**src/rtl/aes_bram_read_responder.sv**
```systemverilog
// Word-read responder for the AES controller: one fixed-latency BRAM read per request, bad addresses answered with 0.
// Latency: complete in cycle READ_LATENCY+2 (valid) or cycle 1 (error); re-arms only after the request line is seen low.
module aes_bram_read_responder #(
  parameter int          ADDR_W       = 10,
  parameter int          DEPTH_WORDS  = 1024,
  parameter logic [31:0] BASE_ADDR    = 32'h0000_0000,
  parameter int          READ_LATENCY = 2
) (
  input  logic              aes_clk,
  input  logic              aes_rst,
  input  logic              aes_start_read,
  input  logic [31:0]       aes_bram_addr,
  output logic              bram_complete,
  output logic [31:0]       aes_bram_read_data,
  output logic              bram_en,
  output logic [ADDR_W-1:0] bram_addr,
  input  logic [31:0]       bram_dout,
  output logic              bram_error,
  output logic [31:0]       bram_err_addr,
  output logic [31:0]       bram_req_count
);

  typedef enum logic [2:0] {IDLE, ISSUE, WAIT, RESP, REARM} state_t;

  localparam logic [31:0] DEPTH_L = 32'(DEPTH_WORDS);
  localparam logic [3:0]  RL_L    = 4'(READ_LATENCY);

  state_t            state_q, state_d;
  logic [3:0]        cnt_q, cnt_d;
  logic              complete_q, complete_d;
  logic [31:0]       rdata_q, rdata_d;
  logic              en_q, en_d;
  logic [ADDR_W-1:0] baddr_q, baddr_d;
  logic              err_q, err_d;
  logic [31:0]       err_addr_q, err_addr_d;
  logic [31:0]       bram_req_count_q, bram_req_count_d;

  logic [31:0] offset;
  logic        req_valid;

  // Validity is judged on the word being captured so the error response can fire in cycle 1.
  always_comb begin
    offset    = aes_bram_addr - BASE_ADDR;
    req_valid = (aes_bram_addr[1:0] == 2'b00) &&
                (aes_bram_addr >= BASE_ADDR) &&
                ({2'b00, offset[31:2]} < DEPTH_L);
  end

  always_comb begin
    state_d          = state_q;
    cnt_d            = cnt_q;
    complete_d       = 1'b0;
    rdata_d          = rdata_q;
    en_d             = 1'b0;
    baddr_d          = baddr_q;
    err_d            = err_q;
    err_addr_d       = err_addr_q;
    bram_req_count_d = bram_req_count_q;
    case (state_q)
      IDLE: begin
        if (aes_start_read) begin
          if (req_valid) begin
            state_d = ISSUE;
            en_d    = 1'b1;
            baddr_d = offset[ADDR_W+1:2];
          end else begin
            state_d          = RESP;
            rdata_d          = 32'h0;
            complete_d       = 1'b1;
            bram_req_count_d = bram_req_count_q + 32'd1;
            if (!err_q) begin
              err_d      = 1'b1;
              err_addr_d = aes_bram_addr;
            end
          end
        end
      end
      ISSUE: begin
        cnt_d   = RL_L;
        state_d = WAIT;
      end
      WAIT: begin
        if (cnt_q == 4'd1) begin
          rdata_d          = bram_dout;
          complete_d       = 1'b1;
          bram_req_count_d = bram_req_count_q + 32'd1;
          state_d          = RESP;
        end else begin
          cnt_d = cnt_q - 4'd1;
        end
      end
      RESP: state_d = REARM;
      REARM: begin
        if (!aes_start_read) state_d = IDLE;
      end
      default: state_d = IDLE;
    endcase
  end

  always_ff @(posedge aes_clk) begin
    if (aes_rst) begin
      state_q          <= IDLE;
      cnt_q            <= 4'd0;
      complete_q       <= 1'b0;
      rdata_q          <= 32'h0;
      en_q             <= 1'b0;
      baddr_q          <= '0;
      err_q            <= 1'b0;
      err_addr_q       <= 32'h0;
      bram_req_count_q <= 32'h0;
    end else begin
      state_q          <= state_d;
      cnt_q            <= cnt_d;
      complete_q       <= complete_d;
      rdata_q          <= rdata_d;
      en_q             <= en_d;
      baddr_q          <= baddr_d;
      err_q            <= err_d;
      err_addr_q       <= err_addr_d;
      bram_req_count_q <= bram_req_count_d;
    end
  end

  assign bram_complete      = complete_q;
  assign aes_bram_read_data = rdata_q;
  assign bram_en            = en_q;
  assign bram_addr          = baddr_q;
  assign bram_error         = err_q;
  assign bram_err_addr      = err_addr_q;
  assign bram_req_count     = bram_req_count_q;

endmodule

```
**config.mk**
```make
export PLATFORM = sky130hd
export DESIGN_NAME = aes_bram_read_responder
export DESIGN_NICKNAME = d
export VERILOG_FILES = /design/src/rtl/aes_bram_read_responder.sv
export SDC_FILE = /design/constraint.sdc
export NUM_CORES = 1
export LEC_CHECK = 0
export BUFFER_PORTS_ARGS = -buffer_cell sky130_fd_sc_hd__buf_2
export CAP_MARGIN = 10
export CELL_PAD_IN_SITES_DETAIL_PLACEMENT = 0
export CELL_PAD_IN_SITES_GLOBAL_PLACEMENT = 1
export CORE_MARGIN = 2
export CORE_UTILIZATION = 35
export DETAILED_ROUTE_END_ITERATION = 8
export GPL_TIMING_DRIVEN = 0
export PLACE_DENSITY = 0.86
export REMOVE_ABC_BUFFERS = 1
export SYNTH_ARGS = -nofsm -noshare
export SYNTH_HDL_FRONTEND = slang
export SYNTH_SLANG_ARGS = --single-unit
```
**constraint.sdc**
```tcl
create_clock -name aes_clk -period 2.82 [get_ports aes_clk]
set_clock_uncertainty 0.15 [all_clocks]
set_input_delay 0.141 -clock aes_clk [delete_from_list [all_inputs] [get_ports aes_clk]]
set_output_delay 0.141 -clock aes_clk [all_outputs]
set_load 0.05 [all_outputs]
```
Word level (Yosys, flattened, before mapping)

Cells that the tools add are included.

Logic and storage cells: 60
Bits of input ports: 67
Register bits: 116

Add/subtract/negate cells: 2
Muxes and demuxes: 20
Magnitude comparators: 2
Equality and inequality tests: 10
Bitwise operators: 4
Reductions and logical operators: 13

Operators with widths:

| cell                                                                            | count |
|---|---|
| 32-bit two-way mux                                                              | 6 |
| 32-bit case mux with 2 select lines                                             | 2 |
| 32-bit by 1-bit adder with 32-bit output (second input constant)                | 1 |
| 32-bit by 1-bit >= comparator with 1-bit output (second input constant)         | 1 |
| 30-bit by 11-bit less-than comparator with 1-bit output (second input constant) | 1 |
| 3-bit case mux with 5 select lines                                              | 1 |
| 2-bit inequality test (second input constant)                                   | 5 |
| 3-bit two-way mux                                                               | 3 |
| 3-bit AND reduction                                                             | 3 |
| 4-bit case mux with 2 select lines                                              | 1 |
| 4-bit AND reduction                                                             | 2 |
| 3-bit by 2-bit == test with 1-bit output (second input constant)                | 2 |
| 4-bit by 1-bit == test with 1-bit output (second input constant)                | 1 |
| 1-bit two-way mux                                                               | 4 |
| 4-bit two-way mux                                                               | 1 |
| 1-bit inverter                                                                  | 4 |
| 2-bit nonzero test                                                              | 2 |
| 4-bit by 1-bit subtractor with 4-bit output (second input constant)             | 1 |
| 3-bit by 1-bit == test with 1-bit output (second input constant)                | 1 |
| 3-bit == test (second input constant)                                           | 1 |
| 3-bit zero test                                                                 | 1 |
| 3-bit OR reduction                                                              | 1 |
| 1-bit logical AND                                                               | 2 |
| 2-bit zero test                                                                 | 1 |
| 3 further kinds                                                                 | 3 |

Depth between registers and ports, before layout

Word-level depth: 6
Mapped depth: 8
Mapped depth without buffers: 7

Least setup slack after synthesis

OpenSTA, ideal clock, no wires.

Path kind: register to register
Start: register bram_req_count_q[0] (netlist: bram_req_count[0])
End: register bram_req_count_q[30] (netlist: bram_req_count[30])
Cell stages (with the launch flop): 8
Arrival: 2.067 ns
Period minus slack after synthesis: 2.288 ns
Data required time: 2.600 ns
Path slack: 0.532 ns
Cell sequence: dfxtp_1 ha_1 nand2_1 nor2_1 o2111ai_2 clkbuf_2 or3_1 a21oi_1

Word-level cells in the longest chain between the ends: 4

RTL lines:

| item                                       | RTL line | text |
|---|---|---|
| start, declared                            | 36       | `logic [31:0] bram_req_count_q, bram_req_count_d;` |
| start signal, assigned                     | 120      | `bram_req_count_q <= bram_req_count_d;` |
| 32-bit by 1-bit adder with 32-bit output * | 70, 86   |  |
| 32-bit two-way mux                         | 62       | `if (req_valid) begin` |
| 32-bit two-way mux                         | 61       | `if (aes_start_read) begin` |
| 32-bit case mux with 2 select lines *      | 59       | `case (state_q)` |

Every way passes the cells marked *; elsewhere a longest branch is shown, timed or not. The select of a mux whose other input is x is not followed.
A chain may end at the register's enable or synchronous reset.

Worst setup path in the final report

Start: input port aes_bram_addr[26]
End: register rdata_q[10] (netlist: aes_bram_read_data[10])

Word-level cells in the longest chain between the ends: 5

RTL lines:

| item                                            | RTL line | text |
|---|---|---|
| start, declared                                 | 12       | `input logic [31:0] aes_bram_addr,` |
| 32-bit by 1-bit >= comparator with 1-bit output | 45       | `(aes_bram_addr >= BASE_ADDR) &&` |
| 1-bit logical AND                               | 44       | `req_valid = (aes_bram_addr[1:0] == 2'b00) &&` |
| 1-bit logical AND *                             | 45       |  |
| 2-bit inequality test (no source line) *        | n/a      |  |
| 4-bit AND reduction (no source line) *          | n/a      |  |
| end signal, assigned                            | 115      | `rdata_q <= rdata_d;` |
| end, declared                                   | 31       | `logic [31:0] rdata_q, rdata_d;` |

Every way passes the cells marked *; elsewhere a longest branch is shown, timed or not.

==> metrics.md <==
| Metric | Value |
|---|---|
| Post-synth design cell area | `0.004554 mm²` |
| Hold crit path type | `input port to flop` |
| Starting density of the core | `0.3594` |
| Final setup violation count | `0` |
| GR peak layer | `met2` |
| ANT cells | `0` |
| Longest Clk Path Bufs | `2` |
| Layout fillers | `1135` |
| Crit end category | `flop` |
| Area grow syn2layout | `49.56%` |
| Remaining global-route overflow | `0` |
| Yosys top cell area share | `0.5099` |
| Pwr Total | `4.511 mW` |
| Tmin final | `2614 ps` |
| Status | `complete, no violations` |
| Number of buffers inserted by port buffering | `175` |
| Drt wl/cell | `14.96 µm` |
| Crit path DAT | `2810 ps` |
| Post-Place Cell Area | `0.005544 mm²` |
| Hold WS | `157.2 ps` |
| DR vias | `4654` |
| Reg-to-reg slack, setup | `270 ps` |
| Detailed placement HPWL | `8.539 mm` |
| Crit path required time | `3020 ps` |
| Max Clk Rate | `382.6 MHz` |
| Post-CTS Setup Bufs | `0` |
| H-tree depth | `4` |
| Nets@finish | `801` |
| VDD IR-drop max | `0.3755 mV` |
| Slew Limit Headroom | `0.3294` |
| # IOs | `176` |
| Fin area | `0.006812 mm²` |
| Gr usage total | `0.1951` |
| Pin count of the biggest net entering global routing | `87` |
| RD Place Congestion | `0.7794` |
| Initial antenna violation count | `0` |
| DIE AREA | `0.01394 mm²` |
| DRC viols | `0` |
| Ratio of cells with drive above 1 in the final layout | `0.2934` |
| Multi-input combinational cell area | `0.002071 mm²` |
| Number of global-route vias before repair | `4541` |
| Hold Path Sink | `bram_addr[9]` |
| Setup crit start | `aes_bram_addr[26]` |
| GRT met1 Usage | `0.2198` |
| Die H | `118.1 µm` |
| Via density | `5.086` |
| WHS Path Cells | `2` |
| Clk Tree Root Cell | `clkbuf_16` |
| Clock sink count | `116` |
| Worst-Margin Slew | `1000 ps` |
| DR pass1 iterations | `5` |
| DRT iter0 DRCs | `209` |
| Syn Inst Count | `496` |
| Complex-gate fraction of the synthesized area | `0.1981` |
| XOR/XNOR Fraction of Synth Area | `0.009615` |
| CTS buffer count | `17` |
| Fin. Hold Viols | `0` |
| Number of synthesized register bits | `116` |
| Final Max Slew Viols | `0` |
| Sequential element share of the synthesized area | `0.5099` |
| Final core utilization | `0.5376` |
| Final Cycle Share | `0.9269` |
| Global-route wire length before repair | `22.07 mm` |
| HP Start | `aes_rst` |
| Core area | `0.01267 mm²` |
| Cell Pwr Density | `662.2 mW/mm²` |
| Reg-to-Reg Start | `cnt_q[0]` |
| GR Util met2 | `0.3186` |
| FFs w/ async S/R, synth | `0` |
| Nature of the critical path startpoint | `input port` |
| M3 GR Usage | `0.06977` |
| Synth area leaders | `dfxtp_1, a21oi_1, a22o_1, nand2_1, nor2_1` |
| Max-Cap Viols | `0` |
| Synthesis Warnings | `0` |
| Most used DFF post-synth | `dfxtp_1` |
| Leading area contributor after synthesis | `dfxtp_1` |
| Worst-path clk slew | `50 ps` |
| Average cell area after synthesis | `9.182 µm²` |
| Lkg Pwr | `2.922 nW` |
| Final ANT Viol Nets | `0` |
| Wirelength, routed | `13.69 mm` |
| Reg2reg end | `aes_bram_read_data[24]` |
| Distinct cells, synth | `53` |
| Later-pin clock latency in the skew report | `410 ps` |
| Simple-gate share of the synthesized area | `0.2082` |
| Commonest cells in the netlist | `dfxtp_1, nand2_1, a21oi_1` |
| Largest fanout on the critical path | `32` |
| Largest family of logic cells by synthesized area | `simple AND/OR/NAND/NOR gates` |
| Crit Path Category | `input port to flop` |
| Mux cell area share after synthesis | `0.02637` |
| Register Area | `0.002322 mm²` |
| RSZ-0062 raised after global routing | `false` |
| Adder and majority cell fraction of the synthesized area | `0.008242` |
| Cell with the most instances after synthesis | `dfxtp_1` |
| CTS tree | `built` |
| Worst Reg-to-Reg Cells | `5` |
| Die Wd | `118.1 µm` |
| EDFF count, synth | `0` |
| Row count | `41` |
[cell usage in the layout, fill, tap and decap left out, types with 3 or more instances in the layout]
cell           netlist  final
nand3_1             15     15
and3_1               3      3
o31ai_1             10     10
dfxtp_1            116    116
or4_1               11     11
clkinv_2             0      4
o21ai_0             14     14
xnor2_1              3      3
clkbuf_16            0     17
mux2i_1             12     12
nor2b_1              5      5
buf_2                8    174
ha_1                 3      3
nor2_1              34     34
or3_1               15     15
nand2_1             74     74
a22o_1              32     32
dlygate4sd3_1        0     65
nor3_1               4      3
bufinv_16            0      4
nor4_1               5      5
a21oi_1             60     60
clkbuf_1            12      3
nand4_1              6      6
inv_1               11     11
[report_power, final]
group	switching, mW	leakage (nW)	internal (mW)
sequential	0.0402	0.940	1.69
clock	0.745	0.297	1.49
combinational	0.344	1.69	0.196
total	1.13	2.92	3.38
[per-layer routing]
layer | part of all wire | vias to the layer above
met5 | 0 | -
met4 | 0.038 | 0
met3 | 0.068 | 49
met2 | 0.48 | 170
met1 | 0.42 | 2183
li1 | - | 2252
[stage by stage]
step                setup slack [ps]  cells  setup TNS (ps)
detailed placement            -484.3    818          -14870
finish                         206.1    915               0
floorplan                     -312.0    469           -9983
global route                   26.06    915               0
CTS                            173.1    914               0
global placement               -1029    816          -55330
[cell families (layout without fill, tap and decap cells)]
| kind of cell | after synthesis | after routing |
|---|---|---|
| XOR/XNOR | 5 | 5 |
| adder cells (fa/ha/maj) | 3 | 3 |
| AO/OA/AOI/OAI | 134 | 135 |
| buffers and inverters | 38 | 284 |
| AND/OR/NAND/NOR | 188 | 188 |
| flip-flops | 116 | 116 |
| multiplexers | 12 | 12 |
[repair_timing]
item | 4_1_cts | 5_1_grt
hold endpoints to repair | 76 | 0
gates resized for setup | 1 | 0
pin swaps | 0 | 1
hold buffers | 65 | 0
setup endpoints to repair | 32 | 32
gates cloned | 0 | 1
[worst max path at each step]
stage / endpoint / slack [ps]
2_1_floorplan: aes_bram_read_data[0] / -310
5_1_grt: aes_bram_read_data[10] / 30
3_5_place_dp: aes_bram_read_data[13] / -480
6_report: aes_bram_read_data[10] / 210
4_1_cts: aes_bram_read_data[13] / 170
3_3_place_gp: aes_bram_read_data[30] / -1030
[sequential cells by signal, indices dropped and copies added, names as in the netlist]
signal / count
aes_bram_read_data: 32
bram_addr: 10
bram_complete: 1
bram_en: 1
bram_err_addr: 32
bram_error: 1
bram_req_count: 32
cnt_q: 4
state_q: 3
[final cells by class]
class,count,area share
flip-flops and latches,116,0.3409
multi-input cells,343,0.3040
repair buffers,242,0.2283
inverters,11,0.006062
clock buffers,21,0.06613
clock inverters,10,0.02296
well taps,172,0.03159
[critical path, stage by stage]
cell and delay, ps:
dlygate4sd3_1 530, buf_2 130, nor2_1 190, nand4_1 440, o21ai_4 500, and2b_2 610
a22o_1 250
Note: power is estimated with default switching activity, not from simulation.
